## config.mk

```make
export PLATFORM = sky130hd
export DESIGN_NAME = jtag_tap_controller_flat
export DESIGN_NICKNAME = d
export VERILOG_FILES = /design/src/rtl/jtag_tap_controller_if.sv /design/src/rtl/jtag_tap_controller.sv /design/src/flat_wrapper.sv
export SDC_FILE = /design/constraint.sdc
export NUM_CORES = 1
export LEC_CHECK = 0
export ABC_AREA = 1
export CORE_UTILIZATION = 61
export DETAILED_ROUTE_END_ITERATION = 10
export PLACE_DENSITY = 0.84
export RECOVER_POWER = 100
export SLEW_MARGIN = 30
export SYNTH_ARGS = -nofsm -noshare
export SYNTH_HDL_FRONTEND = slang
export SYNTH_SLANG_ARGS = --single-unit
```

## constraint.sdc

```tcl
create_clock -name TCK -period 2.1 [get_ports TCK]
set_input_delay 0.525 -clock TCK [delete_from_list [all_inputs] [get_ports TCK]]
set_output_delay 0.525 -clock TCK [all_outputs]
set_load 0.005 [all_outputs]
```

## src/rtl/jtag_tap_controller_if.sv

```systemverilog
// ---------------------------------------------------------------------------
// jtag_tap_controller_if
//   Groups the JTAG pin signals and the boundary-scan chain control signals
//   of the TAP controller into one bundle.
//
//   Pin side:
//     TMS      host -> TAP   mode select, sampled on TCK rising edge
//     TDI      host -> TAP   serial data in (also feeds the chain TDI)
//     TDO      TAP  -> host  serial data out, launched on TCK falling edge
//     TDO_en   TAP  -> host  pad output enable, high while shifting IR or DR
//   Chain side:
//     bsr_tdo  chain -> TAP  serial output of the boundary scan chain
//     ShiftDR  TAP -> chain  1 = shift path, 0 = capture path
//     ClockDR  TAP -> chain  capture/shift enable
//     UpdateDR TAP -> chain  update-latch enable
//     Mode     TAP -> chain  1 = update latches drive the pins (EXTEST)
//
//   master: the environment (JTAG host plus chain model)
//   slave:  the TAP controller
// ---------------------------------------------------------------------------
interface jtag_tap_controller_if;
    logic TMS;
    logic TDI;
    logic TDO;
    logic TDO_en;
    logic bsr_tdo;
    logic ShiftDR;
    logic ClockDR;
    logic UpdateDR;
    logic Mode;

    modport master (
        output TMS,
        output TDI,
        output bsr_tdo,
        input  TDO,
        input  TDO_en,
        input  ShiftDR,
        input  ClockDR,
        input  UpdateDR,
        input  Mode
    );

    modport slave (
        input  TMS,
        input  TDI,
        input  bsr_tdo,
        output TDO,
        output TDO_en,
        output ShiftDR,
        output ClockDR,
        output UpdateDR,
        output Mode
    );
endinterface

```

## src/rtl/jtag_tap_controller.sv

```systemverilog
// ---------------------------------------------------------------------------
// jtag_tap_controller
//   IEEE 1149.1-style TAP: 16-state TMS-driven FSM, instruction register,
//   BYPASS and IDCODE data registers. Drives the boundary scan chain controls
//   and muxes the selected register onto TDO.
//
// Parameters
//   IR_W    instruction register width (>= 2)
//   IDCODE  device ID loaded in Capture-DR under IDCODE (bit 0 must be 1)
//
// Ports
//   TCK        the single clock; state on rising edge, TDO/TDO_en on falling
//   TRST_N     asynchronous active-low reset
//   jtag       pin and chain signals (slave modport)
//   tap_state  current FSM state code (debug)
//   ir_value   current (updated) instruction
// ---------------------------------------------------------------------------
module jtag_tap_controller #(
    parameter int unsigned IR_W   = 4,
    parameter logic [31:0] IDCODE = 32'h1000_0001
) (
    input  logic                    TCK,
    input  logic                    TRST_N,
    jtag_tap_controller_if.slave    jtag,
    output logic [3:0]              tap_state,
    output logic [IR_W-1:0]         ir_value
);

    // State codes follow the 1149.1 reference encoding so tap_state is
    // directly comparable with standard debugger views.
    typedef enum logic [3:0] {
        StEx2Dr   = 4'h0,
        StEx1Dr   = 4'h1,
        StShDr    = 4'h2,
        StPauseDr = 4'h3,
        StSelIr   = 4'h4,
        StUpdDr   = 4'h5,
        StCapDr   = 4'h6,
        StSelDr   = 4'h7,
        StEx2Ir   = 4'h8,
        StEx1Ir   = 4'h9,
        StShIr    = 4'hA,
        StPauseIr = 4'hB,
        StRti     = 4'hC,
        StUpdIr   = 4'hD,
        StCapIr   = 4'hE,
        StTlr     = 4'hF
    } tap_state_e;

    localparam logic [IR_W-1:0] IrExtest  = '0;
    localparam logic [IR_W-1:0] IrSample  = IR_W'(1);
    localparam logic [IR_W-1:0] IrIdcode  = IR_W'(2);
    localparam logic [IR_W-1:0] IrCapture = IR_W'(1);

    tap_state_e          state_q, state_d;
    logic [IR_W-1:0]     ir_sr_q, ir_sr_d;
    logic [IR_W-1:0]     ir_value_q, ir_value_d;
    logic [31:0]         idreg_q, idreg_d;
    logic                bypass_q, bypass_d;
    logic                tdo_q, tdo_d;
    logic                tdo_en_q, tdo_en_d;

    logic                bsr_sel;
    logic                id_sel;
    logic                byp_sel;
    logic                dr_lsb;

    // Unlisted codes fall through to BYPASS.
    assign bsr_sel = (ir_value_q == IrExtest) || (ir_value_q == IrSample);
    assign id_sel  = (ir_value_q == IrIdcode);
    assign byp_sel = !bsr_sel && !id_sel;

    // ------------------------------------------------------------------
    // FSM
    // ------------------------------------------------------------------
    always_ff @(posedge TCK or negedge TRST_N) begin
        if (!TRST_N) begin
            state_q <= StTlr;
        end else begin
            state_q <= state_d;
        end
    end

    always_comb begin
        state_d = state_q;
        unique case (state_q)
            StTlr:     state_d = jtag.TMS ? StTlr     : StRti;
            StRti:     state_d = jtag.TMS ? StSelDr   : StRti;
            StSelDr:   state_d = jtag.TMS ? StSelIr   : StCapDr;
            StCapDr:   state_d = jtag.TMS ? StEx1Dr   : StShDr;
            StShDr:    state_d = jtag.TMS ? StEx1Dr   : StShDr;
            StEx1Dr:   state_d = jtag.TMS ? StUpdDr   : StPauseDr;
            StPauseDr: state_d = jtag.TMS ? StEx2Dr   : StPauseDr;
            StEx2Dr:   state_d = jtag.TMS ? StUpdDr   : StShDr;
            StUpdDr:   state_d = jtag.TMS ? StSelDr   : StRti;
            StSelIr:   state_d = jtag.TMS ? StTlr     : StCapIr;
            StCapIr:   state_d = jtag.TMS ? StEx1Ir   : StShIr;
            StShIr:    state_d = jtag.TMS ? StEx1Ir   : StShIr;
            StEx1Ir:   state_d = jtag.TMS ? StUpdIr   : StPauseIr;
            StPauseIr: state_d = jtag.TMS ? StEx2Ir   : StPauseIr;
            StEx2Ir:   state_d = jtag.TMS ? StUpdIr   : StShIr;
            StUpdIr:   state_d = jtag.TMS ? StSelDr   : StRti;
            default:   state_d = StTlr;
        endcase
    end

    // ------------------------------------------------------------------
    // IR and DR datapath: every action happens on the edge leaving the
    // state that names it; pause/exit states leave everything untouched.
    // ------------------------------------------------------------------
    always_comb begin
        ir_sr_d    = ir_sr_q;
        ir_value_d = ir_value_q;
        idreg_d    = idreg_q;
        bypass_d   = bypass_q;
        case (state_q)
            StTlr:   ir_value_d = IrIdcode;
            StCapIr: ir_sr_d    = IrCapture;
            StShIr:  ir_sr_d    = {jtag.TDI, ir_sr_q[IR_W-1:1]};
            StUpdIr: ir_value_d = ir_sr_q;
            StCapDr: begin
                if (id_sel) begin
                    idreg_d = IDCODE;
                end
                if (byp_sel) begin
                    bypass_d = 1'b0;
                end
            end
            StShDr: begin
                if (id_sel) begin
                    idreg_d = {jtag.TDI, idreg_q[31:1]};
                end
                if (byp_sel) begin
                    bypass_d = jtag.TDI;
                end
            end
            default: ;
        endcase
    end

    always_ff @(posedge TCK or negedge TRST_N) begin
        if (!TRST_N) begin
            ir_sr_q    <= '0;
            ir_value_q <= IrIdcode;
            idreg_q    <= '0;
            bypass_q   <= 1'b0;
        end else begin
            ir_sr_q    <= ir_sr_d;
            ir_value_q <= ir_value_d;
            idreg_q    <= idreg_d;
            bypass_q   <= bypass_d;
        end
    end

    // ------------------------------------------------------------------
    // TDO launch on the falling edge so the host samples a stable bit on
    // the next rising edge.
    // ------------------------------------------------------------------
    always_comb begin
        dr_lsb = bypass_q;
        if (bsr_sel) begin
            dr_lsb = jtag.bsr_tdo;
        end else if (id_sel) begin
            dr_lsb = idreg_q[0];
        end
    end

    always_comb begin
        tdo_d    = 1'b0;
        tdo_en_d = 1'b0;
        if (state_q == StShIr) begin
            tdo_d    = ir_sr_q[0];
            tdo_en_d = 1'b1;
        end else if (state_q == StShDr) begin
            tdo_d    = dr_lsb;
            tdo_en_d = 1'b1;
        end
    end

    always_ff @(negedge TCK or negedge TRST_N) begin
        if (!TRST_N) begin
            tdo_q    <= 1'b0;
            tdo_en_q <= 1'b0;
        end else begin
            tdo_q    <= tdo_d;
            tdo_en_q <= tdo_en_d;
        end
    end

    // ------------------------------------------------------------------
    // Outputs: chain controls are Moore decodes of the state register.
    // ------------------------------------------------------------------
    assign jtag.ShiftDR  = (state_q == StShDr);
    assign jtag.ClockDR  = bsr_sel && ((state_q == StCapDr) || (state_q == StShDr));
    assign jtag.UpdateDR = bsr_sel && (state_q == StUpdDr);
    assign jtag.Mode     = (ir_value_q == IrExtest);
    assign jtag.TDO      = tdo_q;
    assign jtag.TDO_en   = tdo_en_q;

    assign tap_state = state_q;
    assign ir_value  = ir_value_q;

endmodule

```

## src/flat_wrapper.sv

```systemverilog
// flat-port wrapper written by rule: the top's interface ports become plain ports
module jtag_tap_controller_flat 
#(
    parameter int unsigned IR_W   = 4,
    parameter logic [31:0] IDCODE = 32'h1000_0001
)
  (TCK, TRST_N, tap_state, ir_value, jtag_TMS, jtag_TDI, jtag_bsr_tdo, jtag_TDO, jtag_TDO_en, jtag_ShiftDR, jtag_ClockDR, jtag_UpdateDR, jtag_Mode);
  jtag_tap_controller_if jtag_i ();
  input  logic TCK;
  input  logic TRST_N;
  output logic [3:0] tap_state;
  output logic [IR_W-1:0] ir_value;
  input wire logic [$bits(jtag_i.TMS)-1:0] jtag_TMS;
  input wire logic [$bits(jtag_i.TDI)-1:0] jtag_TDI;
  input wire logic [$bits(jtag_i.bsr_tdo)-1:0] jtag_bsr_tdo;
  output wire logic [$bits(jtag_i.TDO)-1:0] jtag_TDO;
  output wire logic [$bits(jtag_i.TDO_en)-1:0] jtag_TDO_en;
  output wire logic [$bits(jtag_i.ShiftDR)-1:0] jtag_ShiftDR;
  output wire logic [$bits(jtag_i.ClockDR)-1:0] jtag_ClockDR;
  output wire logic [$bits(jtag_i.UpdateDR)-1:0] jtag_UpdateDR;
  output wire logic [$bits(jtag_i.Mode)-1:0] jtag_Mode;
  assign jtag_i.TMS = jtag_TMS;
  assign jtag_i.TDI = jtag_TDI;
  assign jtag_i.bsr_tdo = jtag_bsr_tdo;
  assign jtag_TDO = jtag_i.TDO;
  assign jtag_TDO_en = jtag_i.TDO_en;
  assign jtag_ShiftDR = jtag_i.ShiftDR;
  assign jtag_ClockDR = jtag_i.ClockDR;
  assign jtag_UpdateDR = jtag_i.UpdateDR;
  assign jtag_Mode = jtag_i.Mode;
  jtag_tap_controller #(.IR_W(IR_W), .IDCODE(IDCODE)) u_core (.TCK(TCK), .TRST_N(TRST_N), .jtag(jtag_i), .tap_state(tap_state), .ir_value(ir_value));
endmodule
```

==> summary.md, run 1 <==
The min-delay analysis places its worst path in the category flip-flop to flip-flop. The signed area change from the synthesized netlist to the final layout is 25.7%. VDD sags by at most 1060 uV.

Worst setup slack before clock tree synthesis: -0.379 ns. At the pin with the least slew margin, the transition time is 0.952 ns. Once the floorplan was initialized, standard cells occupied 63.8% of the core. The die is 61.1 um wide. The die span in y came out at 61.1 um. The count of nets left with antenna violations once routing finished came out at 0.

The tools report the setup slack of the critical path after layout as -0.346 ns. The finished cells cover 2680 um2. TritonCTS built the clock tree.

The cell taking the most area after synthesis was dfrtp_1. The run gives 0 as the total count of max-transition violations in the final report. The standard cell with the maximum stage delay on the critical path is dfrtn_1.

The worst setup path is captured at a primary output. Nature of the critical path startpoint: a flip-flop. The share of the Yosys chip area taken by registers is 55.5%.

The number of top-level pins is 19. The library cells used most frequently in the layout, excluding fill and tap cells, are inv_1, dfrtp_1, nand2_1. Setup repair after global routing could not meet its margin everywhere. Summed over all layers, the routed wires come to 4.65 mm. The design draws 3.54 mW. The global router's overall resource usage came out at 23.6%. At the later pin of the worst-skew pair, clock insertion delay measures 0.37 ns.

The pin count of the biggest net entering global routing was 27. The end-of-flow core utilization was 80.2%. Including well taps, the total number of placed cells is 293. The total negative slack for setup checks was -0.849 ns. In the final routed layout, each cell accounts on average for 15.0 um. The floorplan has 21 rows. Clock-pin slew was measured on the worst setup and hold paths at 0.14 ns. Max-cap violations in this run came to 0. After filler insertion, the fill cell instance count of the layout stands at 202. For this run, design rule violations remaining after detail routing come to 0. After the first detailed-routing iteration, the DRC count stood at 72. The net count of the finished layout is 269. The tools report the leakage component of the power as 1.28 nW. Clock tree synthesis found a total of 47 sinks.

The checks that failed: setup timing. The worst slew slack as a fraction of its limit was 36.5%. The flow ran to the end, but the final reports show violations. The die covers 3730 um2. At the end of routability-driven placement, the weighted congestion stood at 0.913.

The total overflow left after global routing is 0. Cells with a size suffix above 1 make up 30.2% of the layout. The biggest fanout along the worst timing path came out at 1. The setup check on the worst reg-to-reg path leaves a slack of -0.15 ns. The total number of yosys warnings was 0; the average size of a mapped cell was 9.86 um2.

For the synthesized instance count, the log shows 216. The number of iterations in the first detailed-routing pass was 4. For the number of antenna violations at the first check in global routing, the log shows 0.

The via count of the first global-routing pass came out at 1,433. The signal on the critical path passes through buf_2. The cell class contributing the biggest share of worst-path delay is flip-flops. Counting flops and latches in the post-synthesis netlist gives 47. The first-pass GRT wire length was 6.31 mm; the critical path data required time was 1.57 ns. The number of distinct library cells after synthesis is 26, and the post-route non-filler standard cell count is 311. The power per standard cell area was 1320 nW/um2; the vias per cell was 5.39. No sink is reached through more buffers than the 2 on the longest clock path. The number of nets handed over by synthesis was 221.

Placement-stage cell area: 2480 um2. The number of buffers created by CTS is 5. The post-synthesis cell area was 2130 um2. The number of failing setup endpoints in the final timing report was 4; the clock skew after layout was 0.0228 ns. At the worst endpoint, the arrival time is 1.92 ns. The H-tree generated during clock tree synthesis spans 2 levels.

The largest stage delay on the critical path came out at 0.41 ns. The worst hold margin came out at 0.493 ns. HPWL after detailed placement: 2.59 mm. The worst setup path is of the flip-flop to primary output kind.

The total area inside the core boundary comes to 3340 um2. The number of hold violations in the final report was 0. The worst path buffer plus inverter count is 1. After synthesis, the cell types taking the most area are dfrtp_1, o22ai_2, inv_1.

The tools report the root buffer cell as clkbuf_4. The area fraction of the dominant cell type after synthesis was 47.0%. For this block, the via count after detailed routing is 1,675. The library cell used most frequently in the layout, excluding fill and tap cells, is inv_1. Buffers placed on the I/O ports in this run total 18.

0 antenna diodes ended up in the layout.
==> area by class of cell <==
| type | count | area, um2 | share of cell area [%] |
|---|---|---|---|
| Clock buffer | 7 | 45.0 | 1.68 |
| Clock inverter | 1 | 5.00 | 0.187 |
| Timing Repair Buffer | 48 | 420 | 15.7 |
| Sequential cell | 47 | 1180 | 44.2 |
| Multi-Input combinational cell | 118 | 797 | 29.8 |
| Tap cell | 46 | 57.6 | 2.15 |
| Inverter | 44 | 170 | 6.36 |
==> Yosys cell counts <==
library cell  number
nand3_2            1
buf_4              3
buf_2              1
buf_6              2
nand2_4            2
nand2_1           29
o22ai_2           20
a21oi_1            6
nor2_1            25
o211ai_1           1
dfstp_2            5
inv_1             42
dfrtn_1            2
nand3_1            7
o22ai_1            8
clkbuf_1           1
nand2_2            1
nor2_8             1
dfrtp_1           40
nand4_1            3
nor3_1             2
inv_4              1
o21ai_0           10
or2_2              1
nor4_1             1
inv_2              1
==> where the power goes <==
group / internal, mW / leakage, nW / switching, mW
sequential: 1.15 / 0.621 / 0.159
combinational: 0.827 / 0.632 / 0.982
clock: 0.131 / 0.0293 / 0.290
==> repair_timing <==
| item | 4_1_cts | 5_1_grt |
|---|---|---|
| setup endpoints to repair | 9 | 10 |
| hold buffers | 1 | 0 |
| resized for setup | 26 | 13 |
| setup buffers | 7 | 4 |
| hold endpoints to repair | 1 | 0 |
| pin swaps | 3 | 3 |
==> state kept, by name, summed over array words and instances (netlist names) <==
register,flops
u_core.tap_state,4
u_core.idreg_q,32
u_core.bypass_q,1
u_core.jtag.TDO,1
u_core.jtag.TDO_en,1
u_core.ir_value,4
u_core.ir_sr_q,4
==> cell families after synthesis <==
family / count (synthesis) / share of synthesized area [%]
compound gates: 45 / 18.2
buf+inv: 51 / 10.4
flops: 47 / 55.5
simple gates: 73 / 15.9
==> final timing paths <==
path	start	endpoint	depth (start not counted)
worst min-delay path	u_core.idreg_q[31]$_DFFE_PN0P_	u_core.idreg_q[30]$_DFFE_PN0P_	2
min in group asynchronous	TRST_N	u_core.idreg_q[6]$_DFFE_PN0P_	2
worst min register to register	u_core.idreg_q[31]$_DFFE_PN0P_	u_core.idreg_q[30]$_DFFE_PN0P_	2
max in group asynchronous	TRST_N	u_core.jtag.TDO_en$_DFF_NN0_	2
worst max register to register	u_core.ir_value[2]$_DFFE_PN0P_	u_core.jtag.TDO$_DFF_NN0_	7
worst max-delay path	u_core.jtag.TDO$_DFF_NN0_	jtag_TDO	1
==> layer usage <==
layer	global-route usage (%)	part of all wire [%]
met5	0	0
met4	10.1	1.8
met3	6.72	4.7
met2	37.4	52
met1	30.6	42
Note: power is estimated with default switching activity, not from simulation.
==> inputs of run 2 (changes only) <==
clock period = 2.9 ns   (was 2.1 ns; I/O delays follow)
==> run 2 against run 1 <==
Net effect:
- clock skew decreased by 0.0073 ns
- the flow still finishes with violations (setup timing)
- worst hold slack got worse by 0.14 ns
- count of clock-buffer cells in the layout down 2
- total power is 42% lower
- clock power down 28%
- via count is 9.6% lower
- sequential cell count unchanged
- die area unchanged
- non-clock buffer count shrank 24
- largest power group is now sequential cells
- setup slack better by 0.22 ns
==> summary.md, run 2 (synthesized netlist as in run 1, its figures left out) <==
The slowest stage of the critical path is the dfrtn_1 cell. The via count of the first global-routing pass is 1,363 (-4.9%). Number of diodes: 0 (unchanged).

The final wirelength is 3.67 mm (-21%). The register with the highest flop count is u_core.idreg_q. The deepest level of the CTS H-tree is 2 (unchanged).

The worst hold margin is 0.350 ns (-0.143 ns), and the number of fill cells in the layout is 280 (+39%). The flip-flop count of the largest register after layout is 32 (unchanged). The biggest fanout along the worst timing path is 1 (unchanged), and the clock latency on the worst-skew pair is 0.35 ns (-0.02 ns). The power per standard cell area is 881 nW/um2 (-33%), and the share of power burned in the clock network is 14.8% (+2.9 points). Number of hold violations in the final report: 0 (unchanged). The slew at the pin closest to its max-slew limit came out at 1.22 ns (+0.268 ns).

The tools report the floorplan core area as 3340 um2 (unchanged). The kind of cell with the highest combined delay along the critical path is flip-flops. The logs give 677 uV (-36%) for the worst ir drop on vdd and 2.30 ns (+0.38 ns) for the worst endpoint data arrival time. The part of the power in combinational logic was 39.7% (-11 points); the worst slew slack as a fraction of its limit was 18.5% (-18 points). The net switching power of the design came out at 0.816 mW (-43%).

The number of failing setup endpoints in the final timing report is 2 (-2), and the buffer count from post-CTS setup fixing is 0 (-7). Vias per cell: 5.28 (-2.1%). In the layout the commonest cells are inv_1, dfrtp_1, nand2_1. The logs give -0.124 ns (+0.222 ns) for the setup slack of the critical path after layout and 1.25 mW (-41%) for the internal power contribution.

The number of maximum-capacitance violations is 0 (unchanged). Cell count after placement: 279 (-4.8%). The post-route non-filler standard cell count was 287 (-7.7%); the largest buffer count on any clock path was 2 (unchanged). The chip width was 61.1 um (unchanged). For the total count of max-transition violations in the final report, the log shows 0 (unchanged). Walking the worst path, the cells encountered are buf_2. The HPWL after detailed placement is 2.54 mm (-1.8%), and the post-detailed-route wirelength per cell is 12.8 um (-14%). Remaining design rule violation count: 0 (unchanged). STA classifies the critical path startpoint as a flip-flop. The leakage component of the power is 1.09 nW (-15%).

Number of DRC violations after detailed-routing iteration 0: 53 (-26%). The cell sitting at the root of the clock tree is a clkbuf_4. The overall die area is 3730 um2 (unchanged), and the site row count is 21 (unchanged).

The run gives 4 (unchanged) as the number of iterations in the first detailed-routing pass. The worst path buffer plus inverter count came out at 1 (unchanged). STA classifies the critical path endpoint as a primary output. Relative to the synthesized area, the layout overhead comes to 10.1%. For the number of antenna violations at the first check in global routing, the log shows 0 (unchanged). The part of the total power dissipated in sequential elements came out at 45.5% (+8.5 points). The number of nets with antenna violations after routing came out at 0 (unchanged).

The total via count after detailed routing is 1,514 (-9.6%). The clock transition time at the flip-flop clock pins of the worst setup and hold paths was 0.13 ns (about the same). The final reports fail on setup timing. The tools report the number of clock sinks as 47 (unchanged).

The largest stage delay on the critical path works out to 0.41 ns (about the same). TritonCTS built the clock tree. The number of top-level pins is 19 (unchanged), and the clock skew after layout is 0.0155 ns (-0.00727 ns).

The tools report the final RePlAce weighted congestion as 0.882 (-3.4%). Setup repair after global routing could not meet its margin everywhere. The count of port buffers added during placement is 18 (unchanged), and the first-pass GRT wire length is 6.05 mm (-4.0%).

The fraction of layout cells with a size suffix above 1 is 16.2% (-14 points), and the overall overflow remaining after global route is 0 (unchanged). The pin count of the biggest net entering global routing came out at 38 (+41%). The starting density of the core is 63.8% (unchanged). Number of buffers created by CTS: 5 (unchanged).

The switching fraction of total power is 39.5% (-0.92 points). The tightest min-delay check is of the input pin to async pin type. The critical path is of the flip-flop to primary output type. The tools report the number of nets in the final layout as 245 (-8.9%). The run finished, with violations left.

The tools report the critical path data required time as 2.17 ns (+0.60 ns). The global router's overall resource usage was 22.4% (-1.3 points). The die span in y was 61.1 um (unchanged). The most common library cell in the layout ignoring fill and taps was inv_1.
[run 2: what timing repair did]
item,CTS,global route
hold buffers,0,0
setup endpoints to repair,2,2
resized for setup,8,0
[run 2: final timing paths]
| path | from | slack, ns | cells past startpoint | end |
|---|---|---|---|---|
| setup / recovery | u_core.jtag.TDO$_DFF_NN0_ | -0.12 | 1 | jtag_TDO |
| hold / removal | TRST_N | 0.35 | 1 | u_core.ir_value[2]$_DFFE_PN0P_ |
| setup reg to reg | u_core.ir_value[3]$_DFFE_PN0P_ | 0.17 | 5 | u_core.jtag.TDO$_DFF_NN0_ |
| hold reg to reg | u_core.bypass_q$_DFFE_PN0P_ | 0.51 | 2 | u_core.bypass_q$_DFFE_PN0P_ |
| max in group asynchronous | TRST_N | 0.77 | 1 | u_core.jtag.TDO$_DFF_NN0_ |
| min in group TCK | u_core.bypass_q$_DFFE_PN0P_ | 0.51 | 2 | u_core.bypass_q$_DFFE_PN0P_ |
[run 2: area by class of cell]
| type | count | area, um2 | area share, % |
|---|---|---|---|
| Clock inverter | 3 | 18.8 | 0.800 |
| Timing Repair Buffer | 24 | 198 | 8.43 |
| Sequential cell | 47 | 1180 | 50.4 |
| Multi-Input combinational cell | 118 | 683 | 29.1 |
| Inverter | 44 | 168 | 7.15 |
| Tap cell | 46 | 57.6 | 2.45 |
| Clock buffer | 5 | 37.5 | 1.60 |
[run 2: per-stage QoR]
| step | setup TNS [ns] | setup WS (ns) | area (um2) | total power, mW | util, % |
|---|---|---|---|---|---|
| 2_1_floorplan | 0 | 0.183 | 2130 | 1.50 | - |
| 3_3_place_gp | -0.491 | -0.223 | 2350 | 1.83 | 70.5 |
| 5_1_grt | -0.310 | -0.148 | 2340 | 2.22 | 70.3 |
| 3_5_place_dp | -0.488 | -0.234 | 2350 | 1.85 | 70.5 |
| 4_1_cts | -0.254 | -0.135 | 2400 | 2.15 | 71.9 |
| 6_report | -0.225 | -0.124 | 2340 | 2.07 | 70.3 |
[run 2: per-layer routing]
layer  vias up  global-route usage, %  share of wire, %
met4         0                   7.79               1.1
li1        748                      -                 -
met2        35                   35.1                48
met1       727                   31.8                48
met3         4                   3.78               3.2
met5         -                      0                 0
[run 2: power by group through the flow]
stage | combinational [mW] | clock, mW | sequential [mW]
CTS | 0.884 | 0.315 | 0.946
global placement | 0.872 | 0 | 0.955
global route | 0.918 | 0.341 | 0.959
floorplan | 0.575 | 0 | 0.929
detailed placement | 0.887 | 0 | 0.958
finish | 0.820 | 0.305 | 0.940
